===== config.mk =====
export PLATFORM = sky130hd
export DESIGN_NAME = exec_alu_stage
export DESIGN_NICKNAME = d
export VERILOG_FILES = /design/src/rtl/exec_alu_stage.sv
export SDC_FILE = /design/constraint.sdc
export NUM_CORES = 1
export LEC_CHECK = 0
export ABC_CLOCK_PERIOD_IN_PS = 13800
export CAP_MARGIN = 20
export CORE_MARGIN = 2
export CORE_UTILIZATION = 40
export CTS_BUF_LIST = sky130_fd_sc_hd__clkbuf_16
export CTS_CLUSTER_SIZE = 12
export DETAILED_ROUTE_END_ITERATION = 8
export PLACE_DENSITY_LB_ADDON = 0.1
export SLEW_MARGIN = 20
export SYNTH_ARGS = -nofsm -noshare
export SYNTH_HDL_FRONTEND = slang
export SYNTH_SLANG_ARGS = --single-unit

===== constraint.sdc =====
create_clock -name clk -period 13.8 [get_ports clk]
set_input_delay 2.76 -clock clk [delete_from_list [all_inputs] [get_ports clk]]
set_output_delay 2.76 -clock clk [all_outputs]
set_load 0.005 [all_outputs]

===== src/rtl/exec_alu_stage.sv =====
// ----------------------------------------------------------------------------
// exec_alu_stage
//   Single-cycle RV32I integer execute stage. Decodes OP / OP-IMM instructions
//   into an ALU operation and operand select. Computes the result and registers
//   it together with the register-file writeback controls.
//
// Ports
//   clk        rising-edge clock
//   rst_n      synchronous active-low reset
//   in_valid   inputs carry a valid instruction this cycle
//   inst       raw 32-bit instruction word
//   rs1_data   register-file read data for rs1
//   rs2_data   register-file read data for rs2
//   imm        sign-extended immediate
//   out_valid  registered: outputs belong to an accepted instruction
//   result     registered ALU result (0 for illegal instructions)
//   rd         registered destination register inst[11:7]
//   reg_write  registered register-file write enable
//   illegal    registered: accepted instruction is not a supported ALU op
// ----------------------------------------------------------------------------
module exec_alu_stage #(
    parameter int XLEN = 32
) (
    input  logic            clk,
    input  logic            rst_n,
    input  logic            in_valid,
    input  logic [31:0]     inst,
    input  logic [XLEN-1:0] rs1_data,
    input  logic [XLEN-1:0] rs2_data,
    input  logic [XLEN-1:0] imm,
    output logic            out_valid,
    output logic [XLEN-1:0] result,
    output logic [4:0]      rd,
    output logic            reg_write,
    output logic            illegal
);

    localparam logic [6:0] OPC_OP  = 7'b0110011;
    localparam logic [6:0] OPC_IMM = 7'b0010011;
    localparam logic [6:0] F7_BASE = 7'b0000000;
    localparam logic [6:0] F7_ALT  = 7'b0100000;

    typedef enum logic [3:0] {
        ALU_ADD, ALU_SUB, ALU_SLL, ALU_SLT, ALU_SLTU,
        ALU_XOR, ALU_SRL, ALU_SRA, ALU_OR,  ALU_AND
    } alu_op_e;

    function automatic logic [XLEN-1:0] alu_calc(input alu_op_e op,
                                                 input logic [XLEN-1:0] a,
                                                 input logic [XLEN-1:0] b);
        logic signed [XLEN-1:0] a_s;
        logic signed [XLEN-1:0] b_s;
        logic [4:0]             shamt;
        a_s   = $signed(a);
        b_s   = $signed(b);
        shamt = b[4:0];
        case (op)
            ALU_ADD:  alu_calc = a + b;
            ALU_SUB:  alu_calc = a - b;
            ALU_SLL:  alu_calc = a << shamt;
            ALU_SLT:  alu_calc = {{(XLEN-1){1'b0}}, (a_s < b_s)};
            ALU_SLTU: alu_calc = {{(XLEN-1){1'b0}}, (a < b)};
            ALU_XOR:  alu_calc = a ^ b;
            ALU_SRL:  alu_calc = a >> shamt;
            ALU_SRA:  alu_calc = $unsigned(a_s >>> shamt);
            ALU_OR:   alu_calc = a | b;
            ALU_AND:  alu_calc = a & b;
            default:  alu_calc = '0;
        endcase
    endfunction

    // ---- stage p0: decode, operand select, ALU ----
    logic [6:0]      opcode_p0;
    logic [2:0]      funct3_p0;
    logic [6:0]      funct7_p0;
    logic [4:0]      rd_p0;
    logic            is_op_p0;
    logic            is_imm_p0;
    logic            legal_p0;
    alu_op_e         alu_op_p0;
    logic [XLEN-1:0] op2_p0;
    logic [XLEN-1:0] result_p0;
    logic            unused_p0;

    assign opcode_p0 = inst[6:0];
    assign rd_p0     = inst[11:7];
    assign funct3_p0 = inst[14:12];
    assign funct7_p0 = inst[31:25];
    assign is_op_p0  = (opcode_p0 == OPC_OP);
    assign is_imm_p0 = (opcode_p0 == OPC_IMM);
    // Register-specifier fields are consumed by the register file, not here.
    assign unused_p0 = ^inst[24:15];

    always_comb begin
        legal_p0 = 1'b0;
        if (is_op_p0) begin
            legal_p0 = (funct7_p0 == F7_BASE) ||
                       ((funct7_p0 == F7_ALT) &&
                        ((funct3_p0 == 3'b000) || (funct3_p0 == 3'b101)));
        end else if (is_imm_p0) begin
            // funct7 only exists in OP-IMM shift encodings; elsewhere it is immediate bits.
            case (funct3_p0)
                3'b001:  legal_p0 = (funct7_p0 == F7_BASE);
                3'b101:  legal_p0 = (funct7_p0 == F7_BASE) || (funct7_p0 == F7_ALT);
                default: legal_p0 = 1'b1;
            endcase
        end
    end

    always_comb begin
        alu_op_p0 = ALU_ADD;
        case (funct3_p0)
            // ADDI never becomes SUB: its funct7 bits are part of the immediate.
            3'b000:  alu_op_p0 = (is_op_p0 && (funct7_p0 == F7_ALT)) ? ALU_SUB : ALU_ADD;
            3'b001:  alu_op_p0 = ALU_SLL;
            3'b010:  alu_op_p0 = ALU_SLT;
            3'b011:  alu_op_p0 = ALU_SLTU;
            3'b100:  alu_op_p0 = ALU_XOR;
            3'b101:  alu_op_p0 = (funct7_p0 == F7_ALT) ? ALU_SRA : ALU_SRL;
            3'b110:  alu_op_p0 = ALU_OR;
            default: alu_op_p0 = ALU_AND;
        endcase
    end

    assign op2_p0    = is_imm_p0 ? imm : rs2_data;
    assign result_p0 = legal_p0 ? alu_calc(alu_op_p0, rs1_data, op2_p0) : '0;

    // ---- stage p1: output register ----
    logic            vld_p1;
    logic [XLEN-1:0] result_p1;
    logic [4:0]      rd_p1;
    logic            reg_write_p1;
    logic            illegal_p1;

    always_ff @(posedge clk) begin
        if (!rst_n) begin
            vld_p1       <= 1'b0;
            result_p1    <= '0;
            rd_p1        <= '0;
            reg_write_p1 <= 1'b0;
            illegal_p1   <= 1'b0;
        end else begin
            vld_p1       <= in_valid;
            reg_write_p1 <= in_valid && legal_p0 && (rd_p0 != 5'd0);
            illegal_p1   <= in_valid && !legal_p0;
            // Data holds across bubbles so downstream sees a stable bus.
            if (in_valid) begin
                result_p1 <= result_p0;
                rd_p1     <= rd_p0;
            end
        end
    end

    assign out_valid = vld_p1;
    assign result    = result_p1;
    assign rd        = rd_p1;
    assign reg_write = reg_write_p1;
    assign illegal   = illegal_p1;

endmodule


==> impl_metrics.json <==
{
  "cts_resized": 0,
  "root_buffer": "clkbuf_16",
  "synth_compound_area_share_pct": 39.68,
  "cap_violations": 0,
  "antenna_cells": 0,
  "cts_setup_buffers": 0,
  "htree_levels": 2,
  "area_growth_pct": 16.80,
  "dieArea_um2": 30200,
  "cp.depth": 18,
  "setup_viol_count_final": 0,
  "crit_slowest_cell": "clkdlybuf4s50_1",
  "grt_usage_pct": 40.76,
  "num_vias": 15140,
  "synth_area_um2": 11530,
  "final_nets": 2035,
  "drive_above_1_share_pct": 6.184,
  "first_pass_iters": 6,
  "routedWlPerCell_um": 29.35,
  "cp_max_fo": 37,
  "critPathBufInv": 4,
  "r2r_setup_slack_ns": 11.91,
  "criticalPathCategory": "in2reg",
  "synthAdderAreaFrac_pct": 10.27,
  "skew_ns": 0,
  "cts_buffer_depth": 2,
  "io_buffers": 160,
  "syn_avg_cell_area_um2": 6.607,
  "crit_required_ns": 13.96,
  "grt_pass1_vias": 13740,
  "powerDensity_nw_per_um2": 55.76,
  "synth-seq-cells": 40,
  "antenna_found_initial": 2,
  "dieWidth_um": 173.8,
  "cts_tree": "yes",
  "clk-insertion-delay-late_ns": 0.30,
  "final.min_clock_period_ns": 8.290,
  "rsz0062_at_grt": "no",
  "p_leak_nw": 5.250,
  "rr_worst_depth": 7,
  "fmax_ghz": 0.1206,
  "start_util_pct": 40.38,
  "worstHoldPathType": "reg2reg",
  "synth_top_family_by_area": "compound AO/OA/AOI/OAI gates",
  "layout_setup_ws_ns": 5.510,
  "hold_buffers": 0,
  "grt_pass1_wl_um": 92970,
  "grt_overflow": 0,
  "period_share_pct": 60.07,
  "max_stage_delay_ns": 0.68,
  "synth-edff-count": 0,
  "syn_inst": 1745,
  "yosysWarnings": 0,
  "cp_cell_sequence": "clkdlybuf4s50_1, or3_1, o21ai_0, and2_1, buf_4, inv_1, ha_1, a211o_1, a2111oi_0, nor3_1, buf_4, a311oi_1, o21ai_0, a21oi_1, or3_1, o21ai_0, nor3_1, o21ai_1",
  "tightest_slew_ns": 1.186,
  "irDropWorstVdd_uv": 38.78,
  "routed_wl_um": 64430,
  "yosysUniqueCellTypes": 96,
  "path_clk_slew_ns": 0.06,
  "fillCellCount": 3026,
  "gp_congestion": 1.095,
  "start_kind": "input port",
  "grt_max_degree": 60,
  "max_slew_margin_pct": 20.68,
  "cp_common_cell": "o21ai_0",
  "hold_viol_final": 0,
  "p_total_mw": 0.7508,
  "synthSimpleGateAreaFrac_pct": 23.19,
  "synth_fp_nets": 1970,
  "place_ws_ns": 5.401,
  "outcome": "finished, final reports clean",
  "cts_num_sinks": 40,
  "fp.dieH_um": 173.8,
  "drcViolationCount": 0,
  "vias_per_cell": 6.897,
  "synth_xor_area_share_pct": 2.279,
  "startpoint": "inst[5]",
  "tns_ns": 0,
  "cp_top_family": "compound AO/OA/AOI/OAI gates",
  "yosys_most_used_dff": "dfxtp_1",
  "cp-endpoint": "result[15]",
  "rows": 62,
  "end_kind": "flip-flop",
  "pin_count": 171,
  "drt_iter0_markers": 1955,
  "rr_startpoint": "result[30]",
  "maxSlewViolCount": 0,
  "muxShareOfSynthArea_pct": 9.279,
  "coreArea_um2": 28550,
  "cp.arrival_ns": 8.45,
  "fin_hold_ws_ns": 0.4557,
  "ant_nets": 0,
  "tritoncts.num_buffers": 5,
  "yosysSeqAreaShare_pct": 6.946,
  "r2r_end": "result[30]",
  "async_flop_share_pct": 0,
  "dpl.hpwl_um": 50120
}
[flip-flops by register name, indices dropped and copies added (netlist names)]
signal / count
illegal: 1
out_valid: 1
rd: 5
reg_write: 1
result: 32
[synth_stat cells (17+ instances only)]
master / count / share of area, %
nor3_1: 69 / 3.0
xnor2_1: 28 / 2.1
inv_1: 103 / 3.4
mux2i_1: 54 / 4.7
ha_1: 93 / 10
o21ai_0: 146 / 6.3
a22oi_1: 18 / 1.2
a21o_1: 19 / 1.2
and2_1: 17 / 0.92
nand3_1: 57 / 2.5
a211oi_1: 38 / 2.5
and3_1: 21 / 1.1
buf_2: 28 / 1.2
nand2_1: 144 / 4.7
nor2_1: 149 / 4.9
a22o_1: 17 / 1.3
nor2b_1: 27 / 1.5
o22ai_1: 17 / 0.92
buf_1: 21 / 0.68
dfxtp_1: 40 / 6.9
o211ai_1: 48 / 3.1
nor4_1: 19 / 1.0
mux2_2: 35 / 3.4
a21oi_1: 172 / 7.5
clkbuf_1: 79 / 2.6
a31oi_1: 34 / 1.8
[cells in the final DEF, fill, tap and decap left out, types with 10 or more instances in the layout]
cell type | netlist | routed
a211oi_1 | 38 | 38
a21boi_0 | 11 | 11
a21o_1 | 19 | 19
a21oi_1 | 172 | 172
a22o_1 | 17 | 17
a22oi_1 | 18 | 18
a31oi_1 | 34 | 34
a41oi_1 | 10 | 10
and2_1 | 17 | 17
and3_1 | 21 | 21
buf_4 | 1 | 29
clkdlybuf4s50_1 | 0 | 160
dfxtp_1 | 40 | 40
ha_1 | 93 | 93
inv_1 | 103 | 104
mux2_2 | 35 | 35
mux2i_1 | 54 | 54
nand2_1 | 144 | 144
nand3_1 | 57 | 57
nand4_1 | 11 | 11
nor2_1 | 149 | 148
nor2b_1 | 27 | 26
nor3_1 | 69 | 68
nor4_1 | 19 | 19
o211ai_1 | 48 | 48
o21ai_0 | 146 | 146
o221ai_1 | 11 | 11
o22ai_1 | 17 | 17
o311ai_0 | 10 | 10
o31ai_1 | 10 | 10
or3_1 | 12 | 12
xnor2_1 | 28 | 28
[worst register-to-register path: stages (launching register included)]
cell       delay, ns
dfxtp_1         0.33
a2bb2oi_1       0.38
nand2_1         0.10
nor3_1          0.15
o211a_1         0.28
o211ai_1        0.16
o31ai_1         0.27
a21oi_1         0.10
[metrics by stage]
stage               area [um2]  instances  util [%]
floorplan                11530       1745         -
global placement         13300       2187     46.59
detailed placement       13300       2187     46.59
CTS                      13470       2195     47.17
global route             13470       2195     47.17
finish                   13470       2195     47.17
[worst min-delay path by stage]
stage	to	start	cells past startpoint	slack, ns
6_report	result[15]	result[15]	2	0.46
3_3_place_gp	result[4]	result[4]	2	0.44
2_1_floorplan	result[15]	result[15]	2	0.45
5_1_grt	result[15]	result[15]	2	0.48
4_1_cts	result[4]	result[4]	2	0.46
3_5_place_dp	result[4]	result[4]	2	0.45
[final cells by class]
| type | instances | area [um2] | area share [%] |
|---|---|---|---|
| inverters | 110 | 417.9 | 3.104 |
| clock buffers | 5 | 125.1 | 0.9292 |
| clock inverters | 3 | 38.79 | 0.2881 |
| multi-input cells | 1464 | 9783 | 72.65 |
| well taps | 384 | 480.5 | 3.568 |
| flip-flops and latches | 40 | 800.8 | 5.947 |
| repair buffers | 189 | 1819 | 13.51 |
[cells by family after synthesis]
logic type | Yosys count
flip-flops | 40
multiplexers | 95
AND/OR/NAND/NOR | 560
buffers and inverters | 241
XOR/XNOR | 30
AO/OA/AOI/OAI | 685
adder cells (fa/ha/maj) | 94
[power by group]
group	leakage [nW]	internal, mW	total, mW	switching, mW
Clock	0.0850	0.0847	0.142	0.0576
Combinational	4.84	0.171	0.491	0.321
Sequential	0.324	0.117	0.117	0.000562
Total	5.25	0.372	0.751	0.379
[per-layer routing]
| layer | track usage (%) | wire [um] | vias to the layer above |
|---|---|---|---|
| met5 | 0 | 13 | - |
| met4 | 23.70 | 4663 | 2 |
| met3 | 7.018 | 7183 | 215 |
| met2 | 63.76 | 27810 | 1109 |
| met1 | 52.67 | 24760 | 7141 |
| li1 | - | - | 6672 |
Power figures use the tool's default switching activity.
